==> config.mk <==
export PLATFORM = sky130hd
export DESIGN_NAME = pc_sequencer
export DESIGN_NICKNAME = d
export VERILOG_FILES = /design/src/rtl/pc_sequencer.sv
export SDC_FILE = /design/constraint.sdc
export NUM_CORES = 1
export LEC_CHECK = 0
export CAP_MARGIN = 20
export CORE_MARGIN = 5
export CORE_UTILIZATION = 47
export CTS_CLUSTER_DIAMETER = 120
export DETAILED_ROUTE_END_ITERATION = 8
export HOLD_SLACK_MARGIN = 0.1
export PLACE_DENSITY = 0.83
export SYNTH_ARGS = -nofsm -noshare
export SYNTH_HDL_FRONTEND = slang
export SYNTH_SLANG_ARGS = --single-unit
==> constraint.sdc <==
create_clock -name clk_i -period 3.3 [get_ports clk_i]
set_input_delay 0.33 -clock clk_i [delete_from_list [all_inputs] [get_ports clk_i]]
set_output_delay 0.33 -clock clk_i [all_outputs]
set_load 0.01 [all_outputs]
==> src/rtl/pc_sequencer.sv <==
// pc_sequencer: program-flow controller for the ALU instruction stream.
// Holds the program counter and runs an IDLE/FILL/RUN/HALTED state machine.
// Each executed instruction applies the ALU branch offset/sign, soft reset
// and halt outputs to compute the next PC. A one-cycle FILL bubble follows
// every (re)start, and STALL freezes PC, state and counter while in RUN.
//
// Optional feature macro: PC_SEQ_CYCLE_CNT_EN. When defined, cycle_cnt_o is
// a saturating count of executed instructions; otherwise it is tied to zero
// and no counter flops are built.
//
// Ports:
//   clk_i          rising-edge clock
//   rst_ni         asynchronous active-low reset
//   start_i        begin execution at start_addr_i (only in IDLE/HALTED)
//   start_addr_i   entry point for START and soft reset
//   stall_i        memory not ready; hold everything in RUN
//   br_en_i        current instruction is a branch
//   boffset_i      unsigned branch magnitude
//   bsign_i        1 = backward (subtract), 0 = forward (add)
//   soft_rst_i     ALU soft reset
//   soft_halt_i    ALU halt, qualified by soft_rst_i
//   pc_o           current instruction address
//   instr_valid_o  instruction at pc_o executes this cycle (combinational)
//   running_o      state is FILL or RUN
//   done_o         state is HALTED
//   cycle_cnt_o    executed-instruction count
module pc_sequencer #(
  parameter int unsigned PC_W = 10
) (
  input  logic            clk_i,
  input  logic            rst_ni,
  input  logic            start_i,
  input  logic [PC_W-1:0] start_addr_i,
  input  logic            stall_i,
  input  logic            br_en_i,
  input  logic [8:0]      boffset_i,
  input  logic            bsign_i,
  input  logic            soft_rst_i,
  input  logic            soft_halt_i,
  output logic [PC_W-1:0] pc_o,
  output logic            instr_valid_o,
  output logic            running_o,
  output logic            done_o,
  output logic [15:0]     cycle_cnt_o
);

  typedef enum logic [1:0] {StIdle, StFill, StRun, StHalted} state_e;

  state_e          state_q, state_d;
  logic [PC_W-1:0] pc_q, pc_d;
  logic            running_q, done_q;
  logic            instr_valid;
  logic [PC_W-1:0] boff_ext;

  // Zero-extend or truncate the 9-bit offset to the PC width.
  assign boff_ext    = PC_W'(boffset_i);
  assign instr_valid = (state_q == StRun) && !stall_i;

  always_comb begin
    state_d = state_q;
    pc_d    = pc_q;
    unique case (state_q)
      StIdle, StHalted: begin
        if (start_i) begin
          state_d = StFill;
          pc_d    = start_addr_i;
        end
      end
      StFill: state_d = StRun;
      StRun: begin
        if (instr_valid) begin
          if (soft_rst_i && soft_halt_i) begin
            state_d = StHalted;
          end else if (soft_rst_i) begin
            state_d = StFill;
            pc_d    = start_addr_i;
          end else if (br_en_i) begin
            pc_d = bsign_i ? (pc_q - boff_ext) : (pc_q + boff_ext);
          end else begin
            pc_d = pc_q + PC_W'(1);
          end
        end
      end
      default: state_d = StIdle;
    endcase
  end

  always_ff @(posedge clk_i or negedge rst_ni) begin
    if (!rst_ni) begin
      state_q   <= StIdle;
      pc_q      <= '0;
      running_q <= 1'b0;
      done_q    <= 1'b0;
    end else begin
      state_q   <= state_d;
      pc_q      <= pc_d;
      running_q <= (state_d == StFill) || (state_d == StRun);
      done_q    <= (state_d == StHalted);
    end
  end

  assign pc_o          = pc_q;
  assign instr_valid_o = instr_valid;
  assign running_o     = running_q;
  assign done_o        = done_q;

`ifdef PC_SEQ_CYCLE_CNT_EN
  logic [15:0] cnt_q, cnt_d;
  logic        start_ok;

  assign start_ok = start_i && ((state_q == StIdle) || (state_q == StHalted));

  // Cleared only by START; soft reset keeps the running total.
  always_comb begin
    cnt_d = cnt_q;
    if (start_ok) begin
      cnt_d = '0;
    end else if (instr_valid && (cnt_q != 16'hFFFF)) begin
      cnt_d = cnt_q + 16'd1;
    end
  end

  always_ff @(posedge clk_i or negedge rst_ni) begin
    if (!rst_ni) begin
      cnt_q <= '0;
    end else begin
      cnt_q <= cnt_d;
    end
  end

  assign cycle_cnt_o = cnt_q;
`else
  assign cycle_cnt_o = 16'h0000;
`endif

endmodule

# --- Word level (Yosys, flattened, before mapping) ---
# Index checks and enable logic that the tools add are counted.
# W data, S select, Z words.
word_totals:
  inputBits: 27
  elab_cells: 36
  register_bits: 14
  out_inout_bits: 29
classes:
  n_reduce_logical: 8
  n_mux: 12
  n_addsub: 3
  eq_ne: 9
ops:
  columns: ["operator", "count"]
  rows:
  - ["$mux W10", 6]
  - ["$pmux W10 S2", 1]
  - ["$add A10 B1 Y10 const B", 1]
  - ["$add A10 B9 Y10", 1]
  - ["$sub A10 B9 Y10", 1]
  - ["$eq A2 B2 Y1 const B", 4]
  - ["$mux W2", 4]
  - ["$ne A2 B2 Y1 const B", 3]
  - ["$pmux W2 S3", 1]
  - ["$eq A2 B1 Y1 const B", 2]
  - ["$reduce_and A4 Y1", 1]
  - ["$logic_and A1 B1 Y1", 2]
  - ["$logic_not A2 Y1", 1]
  - ["$reduce_bool A2 Y1", 1]
  - ["$reduce_or A2 Y1", 1]
  - ["$logic_not A1 Y1", 1]
  - ["$logic_or A1 B1 Y1", 1]

# --- Longest topological paths before layout ---
# Gate-level depths: netlist of run 1.
logic_depth:
  word_depth: 7
  depth_mapped: 12
  ltp_nobuf: 12

# --- Worst setup path after synthesis of run 1 ---
# Ideal clock, no wire load.
synth_path:
  path_kind: "input port to flip-flop"
  startpoint: "input port boffset_i[0]"
  endpoint: "register pc_q[8] (netlist: pc_o[8])"
  path_slack_ns: 0.739
  path_stages: 11
  path_buffers: 0
  t_required_ns: 3.173
  arrival_time_ns: 2.434
  setup_ns: 0.127
  path_cell_list: "inv_1 -> ha_1 -> or3_1 -> and3_1 -> ha_1 -> a21o_1 -> a21oi_1 -> nor2_1 -> o41ai_1 -> mux2i_1 -> nand3_1"
synth_between:
  elab_chain_len: 7
  word_cells_on_any_way: 8
  classes_between: "add/sub: 2; mux: 6"
synth_rtl:
  columns: ["item", "line_no", "text"]
  rows:
  - ["from (decl)", "36", "input logic [8:0] boffset_i,"]
  - ["$add A10 B9 Y10 or $sub A10 B9 Y10 (tied branches)", "78", "pc_d = bsign_i ? (pc_q - boff_ext) : (pc_q + boff_ext);"]
  - ["$mux W10 (*)", "78", null]
  - ["$mux W10 (*)", "77", "end else if (br_en_i) begin"]
  - ["$mux W10 (*)", "74", "end else if (soft_rst_i) begin"]
  - ["$mux W10 (*)", "72", "if (soft_rst_i && soft_halt_i) begin"]
  - ["$mux W10 (*)", "71", "if (instr_valid) begin"]
  - ["$pmux W10 S2 (*)", "62", "unique case (state_q)"]
  - ["to (signal assigned)", "96", "pc_q <= pc_d;"]
  - ["to (decl)", "50", "logic [PC_W-1:0] pc_q, pc_d;"]
# Every way passes the cells marked *; elsewhere a longest branch is shown, timed or not. The select of a mux whose other input is x is not followed.
# A chain may end at the register's enable or synchronous reset.

# --- Worst setup path in the final report of run 1 ---
# Same ends and word-level chain as after synthesis.

==> results of run 1 <==
power groups by stage:
stage	clock network, mW	logic, mW	registers [mW]
floorplan	0	0.502	0.352
global placement	0	0.808	0.329
detailed placement	0	0.828	0.334
CTS	0.129	0.834	0.331
global route	0.135	0.933	0.345
finish	0.128	0.828	0.330
sequential cells by signal, summed over array words and instances, names as in the netlist:
signal	flops
done_o	1
pc_o	10
running_o	1
state_q	2
kinds of logic (layout without fill, tap and decap cells):
group / count (synthesis) / count (layout) / share of synthesized area (%)
AOI/OAI and AO/OA: 45 / 45 / 18.7
xor gates and xnor gates: 7 / 7 / 4.25
adders and majority gates: 14 / 14 / 12.7
buffers and inverters: 29 / 54 / 11.7
DFF: 14 / 14 / 24.3
muxes: 4 / 4 / 2.78
other: 1 / 16 / 0.260
and+or+nand+nor: 71 / 71 / 25.3
area by class of cell:
type                       instances  area [um^2]  share of cell area [%]
tap                               33         41.3                    2.23
multi-input combinational        157          978                    52.9
timing repair buffer              42          413                    22.3
inverter                           8         30.0                    1.62
sequential                        14          350                    18.9
clock buffer                       4         36.3                    1.96
synth_stat cells, types with 5 or more instances:
cell      number
nand2_1       20
and2_1         6
o21ai_0       13
nand3_1        7
buf_4         16
xnor2_1        6
clkbuf_1       5
ha_1          13
a31oi_1        7
nor3_1         7
nor2b_1        5
nor2_1        11
inv_1          8
dfrtp_1       14
a21oi_1       12
worst max-delay path: cells and delay by family:
kind / cells / cell delay (ns)
compound gates: 3 / 0.84
fa+ha+maj: 2 / 0.55
buf+inv: 2 / 0.61
mux: 1 / 0.24
simple gates: 4 / 0.72
metrics by stage:
stage / area (um^2) / setup TNS [ns]
6_report: 1850 / 0
5_1_grt: 1850 / 0
4_1_cts: 1850 / 0
3_5_place_dp: 1810 / -0.0533
3_3_place_gp: 1810 / -0.0286
2_1_floorplan: 1500 / 0
final timing paths:
check | end | cells after the start
min in group clk_i | pc_o[8] | 2
min | pc_o[2] | 1
max | pc_o[8] | 12
min reg2reg | pc_o[8] | 2
max reg2reg | pc_o[8] | 10
max in group asynchronous | pc_o[8] | 1
per-layer routing:
layer  wire, um  vias to the layer above  part of all wire (%)  track usage (%)
met4         51                        0                   1.5             3.63
met1       1440                      648                    42             18.6
met2       1750                       37                    51             31.0
met3        164                        8                   4.8             4.62
met5          0                        -                     0                0
li1           -                      704                     -                -
==> run summary, run 1 <==
• **max_slew headroom** 57.4%
• **kind of start point of the critical path** primary input
• **layout cell share with drive strength beyond 1** 4.89%
• **share of synthesized area occupied by flip-flops and latches** 24.3%
• **quantity of I/O buffers inserted on ports** 39
• **Crit Path Class** primary input to flop
• **share of total power in the clock network** 9.9%
• **via count of the first global-routing pass** 1385
• **highest clock rate** 319 MHz
• **Power per Cell Area** 695 mW/mm^2
• **FF-to-FF Start** pc_o[0]
• **cell-internal power** 0.729 mW
• **cell type with the highest occurrence count on the critical path** ha_1
• **commonest non-fill, non-tap cell in the layout** clkdlybuf4s50_1
• **total global-route track usage** 16.6%
• **register bit total from synthesis** 14
• **Yosys Warn Count** 0
• **Clock Root Buffer** clkbuf_4
• **initial cell density of the core** 48.0%
• **FF-to-FF setup slack** 0.84 ns
• **DRC violations left** 0
• **dpl hpwl** 2850 um
• **row cnt** 20
• **worst slack after detailed placement** -0.0533 ns
• **Gate Count Post-Synth** 185
• **Synth Flop Type** dfrtp_1
• **vias post-DR** 1397
• **full die area** 0.00427 mm^2
• **Static Leak** 0.847 nW
• **Synth cell types** 37
• **leading cell types by total area after synthesis** dfrtp_1 (24%), ha_1 (11%), buf_4 (8.3%)
• **required time at the endpoint of the critical path** 3.47 ns
• **period utilization** 95.1%
• **remaining global-route overflow** 0
• **Worst Path Max Fanout** 5
• **area inside the core boundary** 0.00300 mm^2
• **class of the worst hold path** primary input to async pin
• **antenna diode instance count** 0
• **antenna violations before repair** 0
• **worst setup skew after layout** 0.00329 ns
• **mapped cell area** 0.00144 mm^2
• **quantity of gates resized following cts** 0
• **wire length of the first global-routing pass** 5680 um
• **CTS sink cnt** 14
• **final core utilization** 61.6%
• **Hold Fails Final Rpt** 0
• **synthesis-to-finish area growth** 28.3%
• **kind of end point of the critical path** flop
• **Post-CTS Repair Setup Buffers** 0
• **unrepaired setup endpoints after global routing** no
• **pin count of the biggest net entering global routing** 18
• **actual slew at the worst max-slew pin** 0.639 ns
• **CTS clk-pin slew, worst paths** 0.09 ns
• **crit path max-delay cell type** clkdlybuf4s50_1
• **Avg Synthesized Cell Area** 7.79 um^2
• **Final ANT Viol Nets** 0
• **average wire per standard cell** 13.2 um
• **fraction of synthesis flops using an asynchronous set or reset pin** 100%
• **clk buf depth** 2
• **total of max-cap violations** 0
• **setup violators final** 0
• **largest area contributor in the synthesized netlist** dfrtp_1
• **post-detailed-route via-to-cell ratio** 5.41
• **worst setup path start** boffset_i[0]
• **net switching power figure** 0.557 mW
• **Arrival @ worst endpoint** 3.31 ns
• **min cycle time layout** 3.14 ns
• **TritonCTS buffer count** 3
• **FILL cells** 277
• **peak supply drop** 0.000357 V
• **max-slew violation count** 0
• **Fin Hold WS** 0.427 ns
• **clock tree from TritonCTS** yes
• **number of enable-type register cells in the synthesized netlist** 0
• **worst setup margin** 0.162 ns
• **gp weighted congestion** 0.825
• **IO Pins** 56
• **fraction of power spent switching nets** 43.3%
• **number of hold buffers added after cts** 0
• **combinational cell fraction of total power** 64.4%
• **violation count after the first detailed-route iteration** 35
• **maximum level of the CTS H-tree** 1
• **Clock Latency Late Sink** 0.29 ns
• **final net count** 267
• **commonest non-fill, non-tap cells in the layout** clkdlybuf4s50_1 (39), nand2_1 (20), conb_1 (16)
• **Cell Count, Final, Fillers Out** 258
• **total instance count after detailed placement** 254
• **critical-path cell list** clkdlybuf4s50_1 -> inv_1 -> ha_1 -> or3_1 -> and3_1 -> ha_1 -> a21o_1 -> a21oi_1 -> nor2_1 -> o41ai_1 -> mux2i_1 -> nand3_1
• **delay of the slowest cell on the worst path** 0.52 ns
• **chip width** 65.4 um
• **Power Total** 1.29 mW
• **status** finished, final reports clean
• **die span in y** 65.4 um
• **relative contribution of sequential cells to total power** 25.6%
• **top-area cell type share of the netlist area** 24.3%
• **total detailed-routing wirelength** 3400 um
• **1st-pass router iterations** 4
Power figures use the tool's default switching activity.
==> run 2, diff against run 1 <==
Settings changed: RECOVER_POWER set to 100.
==> run 2 against run 1 <==
Worst setup slack gained 0.011 ns. Combinational power decreased by 4.0%. Fmax increased by 0.34%. Flip-flop and latch count is the same. Clock skew is essentially flat.
==> run summary, run 2 (synthesis gave the netlist of run 1 again) <==
• **status** finished, final reports clean
• **cell type with the highest occurrence count on the critical path** ha_1
• **class of the worst hold path** primary input to async pin
• **quantity of gates resized following cts** 0, unchanged
• **1st-pass router iterations** 4, unchanged
• **total detailed-routing wirelength** 3400 um, -0.15%
• **critical-path cell list** clkdlybuf4s50_1 -> inv_1 -> ha_1 -> or3_1 -> and3_1 -> ha_1 -> a21o_1 -> a21oi_1 -> nor2_1 -> o41ai_1 -> mux2i_1 -> nand3_1
• **DRC violations left** 0, unchanged
• **worst slack after detailed placement** -0.0533 ns, unchanged
• **TritonCTS buffer count** 3, unchanged
• **final non-filler cell area** 0.00185 mm^2, -0.20%
• **average wire per standard cell** 13.2 um, -0.15%
• **storage element area** 350 um^2, unchanged
• **CTS clk-pin slew, worst paths** 0.09 ns, about the same
• **Clock Root Buffer** clkbuf_4
• **layout cell share with drive strength beyond 1** 4.44%, -0.44 points
• **total of max-cap violations** 0, unchanged
• **multi-input combinational cell area** 978 um^2, unchanged
• **wire length of the first global-routing pass** 5680 um, unchanged
• **min cycle time layout** 3.13 ns, -0.0107 ns
• **gp weighted congestion** 0.825, unchanged
• **number of hold buffers added after cts** 0, unchanged
• **quantity of I/O buffers inserted on ports** 39, unchanged
• **initial cell density of the core** 48.0%, unchanged
• **period utilization** 94.8%, -0.32 points
• **total instance count after detailed placement** 254, unchanged
• **final net count** 267, unchanged
• **remaining global-route overflow** 0, unchanged
• **vias post-DR** 1395, -0.14%
• **CTS sink cnt** 14, unchanged
• **Arrival @ worst endpoint** 3.30 ns, about the same
• **synthesis-to-finish area growth** 28.0%
• **setup violators final** 0, unchanged
• **pin count of the biggest net entering global routing** 18, unchanged
• **Cell Count, Final, Fillers Out** 258, unchanged
• **placed cell area** 0.00181 mm^2, unchanged
• **antenna violations before repair** 0, unchanged
• **FILL cells** 277, unchanged
• **delay of the slowest cell on the worst path** 0.52 ns, about the same
• **antenna diode instance count** 0, unchanged
• **clock tree from TritonCTS** yes
• **row cnt** 20, unchanged
• **actual slew at the worst max-slew pin** 0.646 ns, +0.00628 ns
• **Post-CTS Repair Setup Buffers** 0, unchanged
• **crit path max-delay cell type** clkdlybuf4s50_1
• **post-detailed-route via-to-cell ratio** 5.41, -0.14%
• **number of flip-flops in the largest register** 10, unchanged
• **worst setup skew after layout** 0.00373 ns, +0.000445 ns
• **dpl hpwl** 2850 um, unchanged
• **unrepaired setup endpoints after global routing** no
• **final core utilization** 61.5%, -0.12 points
• **total global-route track usage** 16.6%, unchanged
• **worst setup margin** 0.172 ns, +0.0107 ns
• **die span in y** 65.4 um, unchanged
• **Crit path max-delay family** compound AO/OA/AOI/OAI gates
• **Power per Cell Area** 677 mW/mm^2, -2.7%
• **required time at the endpoint of the critical path** 3.47 ns, about the same
• **Static Leak** 0.854 nW, +0.83%
• **kind of start point of the critical path** primary input
• **combined buffer and inverter count along the critical path** 2, unchanged
• **commonest non-fill, non-tap cells in the layout** clkdlybuf4s50_1 (24), nand2_1 (20), conb_1 (16)
• **clk buf depth** 2, unchanged
• **full die area** 0.00427 mm^2, unchanged
• **Crit Path Class** primary input to flop
• **kind of end point of the critical path** flop
• **violation count after the first detailed-route iteration** 33, -5.7%
• **highest clock rate** 320 MHz, +0.34%
• **via count of the first global-routing pass** 1385, unchanged
• **chip width** 65.4 um, unchanged
• **Hold Fails Final Rpt** 0, unchanged
• **Final ANT Viol Nets** 0, unchanged
• **IO Pins** 56, unchanged
• **max_slew headroom** 56.8%, -0.56 points
• **Clock Latency Late Sink** 0.29 ns, about the same
• **maximum level of the CTS H-tree** 1, unchanged
• **area inside the core boundary** 0.00300 mm^2, unchanged
• **peak supply drop** 0.000356 V, -0.26%
• **commonest non-fill, non-tap cell in the layout** clkdlybuf4s50_1
• **Worst Path Max Fanout** 5, unchanged
• **max-slew violation count** 0, unchanged
[run 2: layout make-up]
cell class,count,area share (%)
timing repair buffer,42,22.2
tap,33,2.24
sequential,14,19.0
multi-input combinational,157,53.0
clock buffer,4,1.97
inverter,8,1.63
[run 2: through the flow]
| step | TNS [ns] | total power, mW | hold slack (ns) |
|---|---|---|---|
| 2_1_floorplan | 0 | 0.854 | 0.0344 |
| 3_3_place_gp | -0.0286 | 1.14 | 0.507 |
| 3_5_place_dp | -0.0533 | 1.16 | 0.508 |
| 4_1_cts | 0 | 1.29 | 0.446 |
| 5_1_grt | 0 | 1.38 | 0.539 |
| 6_report | 0 | 1.25 | 0.498 |
[run 2: path summary, 6_finish.rpt]
kind | slack, ns | cells after the start | endpoint | start
hold / removal | 0.50 | 1 | pc_o[2] | rst_ni
setup reg to reg | 0.85 | 10 | pc_o[8] | pc_o[0]
hold reg to reg | 0.52 | 2 | pc_o[8] | pc_o[8]
max in group asynchronous | 2.39 | 1 | pc_o[8] | rst_ni
min in group clk_i | 0.52 | 2 | pc_o[8] | pc_o[8]
setup / recovery | 0.17 | 12 | pc_o[8] | boffset_i[0]
[run 2: routing by layer]
layer  share of wire, %  up-vias  global-route usage [%]
li1                   -      705                       -
met1                 42      645                    18.6
met2                 51       37                    31.0
met3                4.8        8                    4.62
met4                1.5        0                    3.63
met5                  0        -                       0
[run 2: report_power, final]
| group | total (mW) | switching [mW] | internal [mW] |
|---|---|---|---|
| clock | 0.128 | 0.0607 | 0.0672 |
| combinational | 0.795 | 0.424 | 0.371 |
| sequential | 0.326 | 0.0684 | 0.258 |
| total | 1.25 | 0.553 | 0.696 |
[run 2: worst reg2reg max path, cell delays in order (launching register included)]
cell and delay, ns:
dfrtp_1 0.38, inv_1 0.08, ha_1 0.17, inv_1 0.06
fa_1 0.40, a21o_1 0.18, a21oi_1 0.24, nor2_1 0.10
o41ai_1 0.40, mux2i_1 0.24, nand3_1 0.08
